`config.mk`:
```
export PLATFORM = sky130hd
export DESIGN_NAME = tmds_channel_decoder
export DESIGN_NICKNAME = d
export VERILOG_FILES = /design/src/rtl/tmds_channel_decoder.sv
export SDC_FILE = /design/constraint.sdc
export NUM_CORES = 1
export LEC_CHECK = 0
export ABC_AREA = 1
export CAP_MARGIN = 0
export CORE_MARGIN = 3
export CORE_UTILIZATION = 45
export CTS_BUF_LIST = sky130_fd_sc_hd__clkbuf_8 sky130_fd_sc_hd__clkbuf_16
export DETAILED_ROUTE_END_ITERATION = 10
export PLACE_DENSITY = 0.61
export SETUP_SLACK_MARGIN = 0.1
export SLEW_MARGIN = 15
export SYNTH_ARGS = -nofsm -noshare
export SYNTH_HDL_FRONTEND = slang
export SYNTH_SLANG_ARGS = --single-unit
export TNS_END_PERCENT = 5
```
`constraint.sdc`:
```
create_clock -name clk -period 4 [get_ports clk]
set_clock_uncertainty 0.1 [all_clocks]
set_input_delay 0.4 -clock clk [delete_from_list [all_inputs] [get_ports clk]]
set_output_delay 0.4 -clock clk [all_outputs]
set_load 0.005 [all_outputs]
```
`src/rtl/tmds_channel_decoder.sv`:
```
// TMDS receive channel: 10b->8b decode, control token detect, word-alignment
// lock FSM with bitslip requests, and running-disparity error tracking.
// Ports: clk, n_rst (async, active-low); tmds_in[9:0] + in_valid from the
//   deserializer; pixel_data[7:0], ctrl[1:0], de, out_valid (1-clk latency);
//   locked (alignment state), bitslip and disp_err (one-cycle pulses).
module tmds_channel_decoder #(
   parameter int LOCK_COUNT = 8,
   parameter int TIMEOUT    = 4096,
   parameter int SETTLE     = 16,
   parameter int DISP_LIMIT = 16,
   parameter int ERR_LIMIT  = 4
) (
   input  logic       clk,
   input  logic       n_rst,
   input  logic [9:0] tmds_in,
   input  logic       in_valid,
   output logic [7:0] pixel_data,
   output logic [1:0] ctrl,
   output logic       de,
   output logic       out_valid,
   output logic       locked,
   output logic       bitslip,
   output logic       disp_err
);
   localparam int LW = $clog2(LOCK_COUNT + 1);
   localparam int TW = $clog2(TIMEOUT + 1);
   localparam int SW = $clog2(SETTLE + 1);
   localparam int EW = $clog2(ERR_LIMIT + 1);

   typedef enum logic [1:0] {
      S_SEARCH,
      S_SETTLE,
      S_LOCKED
   } state_t;

   state_t            state;
   logic [LW-1:0]     tok_cnt;
   logic [TW-1:0]     to_cnt;
   logic [SW-1:0]     set_cnt;
   logic [EW-1:0]     err_cnt;
   logic signed [6:0] rd;

   logic              is_tok;
   logic [1:0]        tok_code;
   logic [7:0]        d;
   logic [7:0]        dec;
   logic [3:0]        ones;
   logic signed [7:0] rd_sum;
   logic signed [6:0] rd_sat;
   logic              over;
   logic [LW-1:0]     tok_nxt;
   logic [TW-1:0]     to_nxt;
   logic [EW-1:0]     err_nxt;
   logic              err_hit;
   logic              to_hit;

   always_comb begin
      is_tok   = 1'b1;
      tok_code = 2'b00;
      unique case (tmds_in)
         10'h354: tok_code = 2'b00;
         10'h0AB: tok_code = 2'b01;
         10'h154: tok_code = 2'b10;
         10'h2AB: tok_code = 2'b11;
         default: is_tok   = 1'b0;
      endcase
   end

   // Undo the optional inversion, then the XOR/XNOR chain.
   always_comb begin
      d      = tmds_in[9] ? ~tmds_in[7:0] : tmds_in[7:0];
      dec    = '0;
      dec[0] = d[0];
      for (int i = 1; i < 8; i++)
         dec[i] = tmds_in[8] ? (d[i] ^ d[i-1]) : ~(d[i] ^ d[i-1]);
   end

   // Word disparity is 2*ones - 10; rd saturates at +/-63.
   always_comb begin
      ones = '0;
      for (int i = 0; i < 10; i++)
         ones = ones + 4'(tmds_in[i]);
      rd_sum = $signed({rd[6], rd})
             + $signed({3'b000, ones, 1'b0})
             - 8'sd10;
      if (rd_sum > 8'sd63)
         rd_sat = 7'sd63;
      else if (rd_sum < -8'sd63)
         rd_sat = -7'sd63;
      else
         rd_sat = rd_sum[6:0];
      over = (int'(rd_sat) > DISP_LIMIT) ||
             (int'(rd_sat) < -DISP_LIMIT);
   end

   always_comb begin
      tok_nxt = (tok_cnt == LW'(LOCK_COUNT)) ? tok_cnt : tok_cnt + 1'b1;
      to_nxt  = (to_cnt == TW'(TIMEOUT)) ? to_cnt : to_cnt + 1'b1;
      err_nxt = (err_cnt == EW'(ERR_LIMIT)) ? err_cnt : err_cnt + 1'b1;
      to_hit  = (to_nxt == TW'(TIMEOUT));
      err_hit = over && (err_nxt == EW'(ERR_LIMIT));
   end

   always_ff @(posedge clk or negedge n_rst) begin
      if (!n_rst) begin
         state      <= S_SEARCH;
         tok_cnt    <= '0;
         to_cnt     <= '0;
         set_cnt    <= '0;
         err_cnt    <= '0;
         rd         <= '0;
         pixel_data <= '0;
         ctrl       <= '0;
         de         <= 1'b0;
         out_valid  <= 1'b0;
         locked     <= 1'b0;
         bitslip    <= 1'b0;
         disp_err   <= 1'b0;
      end else begin
         out_valid <= in_valid;
         bitslip   <= 1'b0;
         disp_err  <= 1'b0;

         // Settle window runs on clk, independent of in_valid.
         if (state == S_SETTLE) begin
            tok_cnt <= '0;
            to_cnt  <= '0;
            if (set_cnt == SW'(SETTLE - 1)) begin
               set_cnt <= '0;
               state   <= S_SEARCH;
            end else begin
               set_cnt <= set_cnt + 1'b1;
            end
         end

         if (in_valid) begin
            if (is_tok) begin
               de   <= 1'b0;
               ctrl <= tok_code;
               rd   <= '0;
            end else begin
               pixel_data <= dec;
               de         <= (state == S_LOCKED);
               rd         <= over ? 7'sd0 : rd_sat;
               disp_err   <= over && (state == S_LOCKED);
            end

            unique case (state)
               S_SEARCH: begin
                  if (is_tok) begin
                     to_cnt <= '0;
                     if (tok_nxt == LW'(LOCK_COUNT)) begin
                        tok_cnt <= '0;
                        state   <= S_LOCKED;
                        locked  <= 1'b1;
                     end else begin
                        tok_cnt <= tok_nxt;
                     end
                  end else begin
                     tok_cnt <= '0;
                     if (to_hit) begin
                        to_cnt  <= '0;
                        set_cnt <= '0;
                        bitslip <= 1'b1;
                        state   <= S_SETTLE;
                     end else begin
                        to_cnt <= to_nxt;
                     end
                  end
               end
               S_LOCKED: begin
                  if (is_tok) begin
                     to_cnt  <= '0;
                     err_cnt <= '0;
                  end else if (err_hit || to_hit) begin
                     to_cnt  <= '0;
                     err_cnt <= '0;
                     tok_cnt <= '0;
                     locked  <= 1'b0;
                     state   <= S_SEARCH;
                  end else begin
                     to_cnt <= to_nxt;
                     if (over)
                        err_cnt <= err_nxt;
                  end
               end
               default: ;
            endcase
         end
      end
   end
endmodule

```
==> results.sh <==
export IMPL_synth_area_um2=3530
export IMPL_ys_seq_area_frac=0.348
export IMPL_slew_headroom=0.571
export IMPL_period_share=1.20
export IMPL_critPathMostFrequentCell="fa_1"
export IMPL_max_cap_violations=0
export IMPL_irDropWorstVdd_mv=0.671
export IMPL_reg2regPathDepth=21
export IMPL_synth_largest_area_cell="dfrtp_1"
export IMPL_synth_area_top_cells="dfrtp_1, nand2_1, ha_1, inv_1, xor2_1"
export IMPL_p_per_area_nw_per_um2=724
export IMPL_holdBufCountCts=0
export IMPL_die_area_um2=8930
export IMPL_yosys_top_cells_count="nand2_1, inv_1, dfrtp_1, nor2_1, nand3_1"
export IMPL_fin_cells=634
export IMPL_p_sw_mw=1.43
export IMPL_areaGrowthSynthToFinish_pct=25.3
export IMPL_drc_errors=0
export IMPL_max_freq_mhz=208
export IMPL_p_sw_frac=0.447
export IMPL_reg2reg_from="rd[2]"
export IMPL_row_count=31
export IMPL_yosysWarnings=0
export IMPL_synthArstFlopShare=1.00
export IMPL_coreArea_um2=7410
export IMPL_grt_first_pass_wirelength_um=13100
export IMPL_cts_root_buffer="clkbuf_8"
export IMPL_vias_per_cell=4.91
export IMPL_final_setup_tns_ns=-22.57
export IMPL_cp_max_fo=5
export IMPL_boundaryPins=28
export IMPL_p_int_mw=1.77
export IMPL_p_seq_frac=0.225
export IMPL_worstPathRequired_ns=4.10
export IMPL_start_util=0.476
export IMPL_vias=3110
export IMPL_cts_max_level=2
export IMPL_first_global_vias=2986
export IMPL_worstSetupEndpointType="register"
export IMPL_crit_arrival_ns=4.90
export IMPL_violations="negative setup slack"
export IMPL_die_w_um=94.5
export IMPL_grt_ovfl_total=0
export IMPL_setup_viol=30
export IMPL_clock_sinks=49
export IMPL_synth_most_common_cell="nand2_1"
export IMPL_antennaDiodeCount=0
export IMPL_synth_area_per_cell_um2=7.50
export IMPL_gr_usage_all_layers=0.181
export IMPL_status="finished with violations"
export IMPL_n_fill_cell=690
export IMPL_die_h_um=94.5
export IMPL_cpPeakStageDelay_ns=0.52
export IMPL_layout_drive_gt1_share=0.193
export IMPL_hold_viol_final=0
export IMPL_synth_edf_count=0
export IMPL_comb_power_share=0.658
export IMPL_wl_um=7630
export IMPL_path_class="in2reg"
export IMPL_cts_tree="done"
export IMPL_tightest_slew_ns=0.643
export IMPL_dr_first_iter_drc_count=85
export IMPL_min_period_ns=4.80
export IMPL_synth_flop_cell="dfrtp_1"
export IMPL_setup_slack_ns=-0.797
export IMPL_dp_cells=622
export IMPL_r2r_end="state[1]"
export IMPL_syn_num_nets=516
export IMPL_leakage_nw=2.25
export IMPL_clk_pin_slew_ns=0.09
export IMPL_synthCells=470
export IMPL_drt_pass1_iterations=4
export IMPL_nets=580
export IMPL_portBuffers=27
export IMPL_grt_max_degree=50
export IMPL_cp_slowest_cell="fa_1"
export IMPL_antenna_left=0
export IMPL_clock_latency_ns=0.31
export IMPL_rsz0062_at_grt="yes"
export IMPL_hold_class="in2async"
export IMPL_finalWeightedCongestion=0.880
export IMPL_ys_ff_latch=49
export IMPL_cp_start_kind="input port"
export IMPL_r2r_setup_slack_ns=1.19
export IMPL_ctsLongestPathBuffers=2
export IMPL_cts_made_buffers=5
export IMPL_yosysTopAreaCellShare=0.348
export IMPL_antenna_found_initial=0
export IMPL_dp_hpwl_um=5610
export IMPL_slew_viol_final=0
export IMPL_power_frac_clock=0.117
export IMPL_routedWlPerCell_um=12.0
export IMPL_synth_cell_type_count=32
[metrics by stage]
| stage | util | power, mW | hold slack (ns) | setup WS [ns] | area (um^2) |
|---|---|---|---|---|---|
| after floorplan | - | 1.88 | 0.00441 | -0.944 | 3530 |
| after global placement | 0.558 | 2.46 | 0.363 | -1.60 | 4140 |
| after detailed placement | 0.558 | 2.48 | 0.367 | -1.67 | 4140 |
| after CTS | 0.582 | 2.98 | 0.114 | -0.948 | 4310 |
| after global routing | 0.597 | 3.52 | 0.147 | -1.06 | 4420 |
| final | 0.597 | 3.20 | 0.0959 | -0.797 | 4420 |
[layer usage]
layer  GRT usage  routed length [um]
met1       0.244                3670
met2       0.300                3650
met3      0.0287                 205
met4      0.0553                 104
met5           0                   0
[worst max-delay path: cells and delay by family]
| kind | cells | cell delay, ns |
|---|---|---|
| AND/OR/NAND/NOR | 14 | 1.08 |
| adder cells (fa/ha/maj) | 8 | 2.90 |
| AO/OA/AOI/OAI | 1 | 0.13 |
| buffers and inverters | 6 | 0.38 |
[what timing repair did]
item                                    in CTS  in global routing
endpoints found under the setup margin      30                 30
gates cloned                                 1                  0
buffers inserted                             3                  0
pin swaps                                   18                 20
gates resized for setup                     45                 30
[sequential cells by signal (all words and copies together), names as in the netlist]
signal,cells
bitslip,1
ctrl,2
de,1
disp_err,1
err_cnt,3
locked,1
out_valid,1
pixel_data,8
rd,7
set_cnt,5
state,2
to_cnt,13
tok_cnt,4
[cell families (layout without fill, tap and decap cells)]
kind of cell	after synthesis	count (layout)	share of synthesized area
DFF	49	49	0.348
and+or+nand+nor	227	227	0.282
buffers and inverters	85	149	0.0933
xor gates and xnor gates	30	30	0.0745
AOI/OAI and AO/OA	46	47	0.0706
adders and majority gates	33	33	0.132
[layout make-up]
cell class	count	area, um^2	area share
clock buffer	6	82.6	0.0187
timing repair buffer	64	526	0.119
inverter	77	289	0.0654
multi-input combinational	337	2140	0.484
tap	99	124	0.0280
sequential	49	1230	0.277
clock inverter	2	33.8	0.00764
[power groups by stage]
stage	Clock [mW]	Combinational [mW]	Sequential [mW]
after floorplan	0	1.17	0.704
after global placement	0	1.73	0.723
after detailed placement	0	1.75	0.727
after CTS	0.384	1.88	0.717
after global routing	0.402	2.39	0.734
final	0.375	2.10	0.720
[worst max path at each step]
stage / start / to / cells after the start
after floorplan: tmds_in[5] / to_cnt[3] / 29
after global placement: tmds_in[0] / state[1] / 29
after detailed placement: tmds_in[0] / state[1] / 29
after CTS: tmds_in[5] / state[1] / 29
after global routing: tmds_in[5] / to_cnt[12] / 29
final: tmds_in[5] / state[1] / 29
[cells in the final DEF (no fill, tap or decap), types with 2 or more instances in the layout]
master	instances
o21ai_0	16
o22ai_2	2
a21oi_1	10
nand4_1	6
buf_2	5
buf_4	37
xor2_1	20
nand2_4	3
dfrtp_1	49
buf_6	2
and3_1	3
nor4_1	2
inv_2	7
nor2_2	5
nor2_1	39
nand3_4	2
fa_1	6
nor3_2	2
inv_1	70
nand2_2	11
xnor2_1	10
nand2_1	108
a21oi_2	5
or2_2	4
nor3_1	6
nand3b_1	4
nand3_1	29
clkdlybuf4s50_1	20
o21ai_4	2
ha_1	23
ha_2	2
nand3_2	2
o21ai_1	6
clkbuf_8	6
No activity file was read; power rests on OpenSTA's default activity.
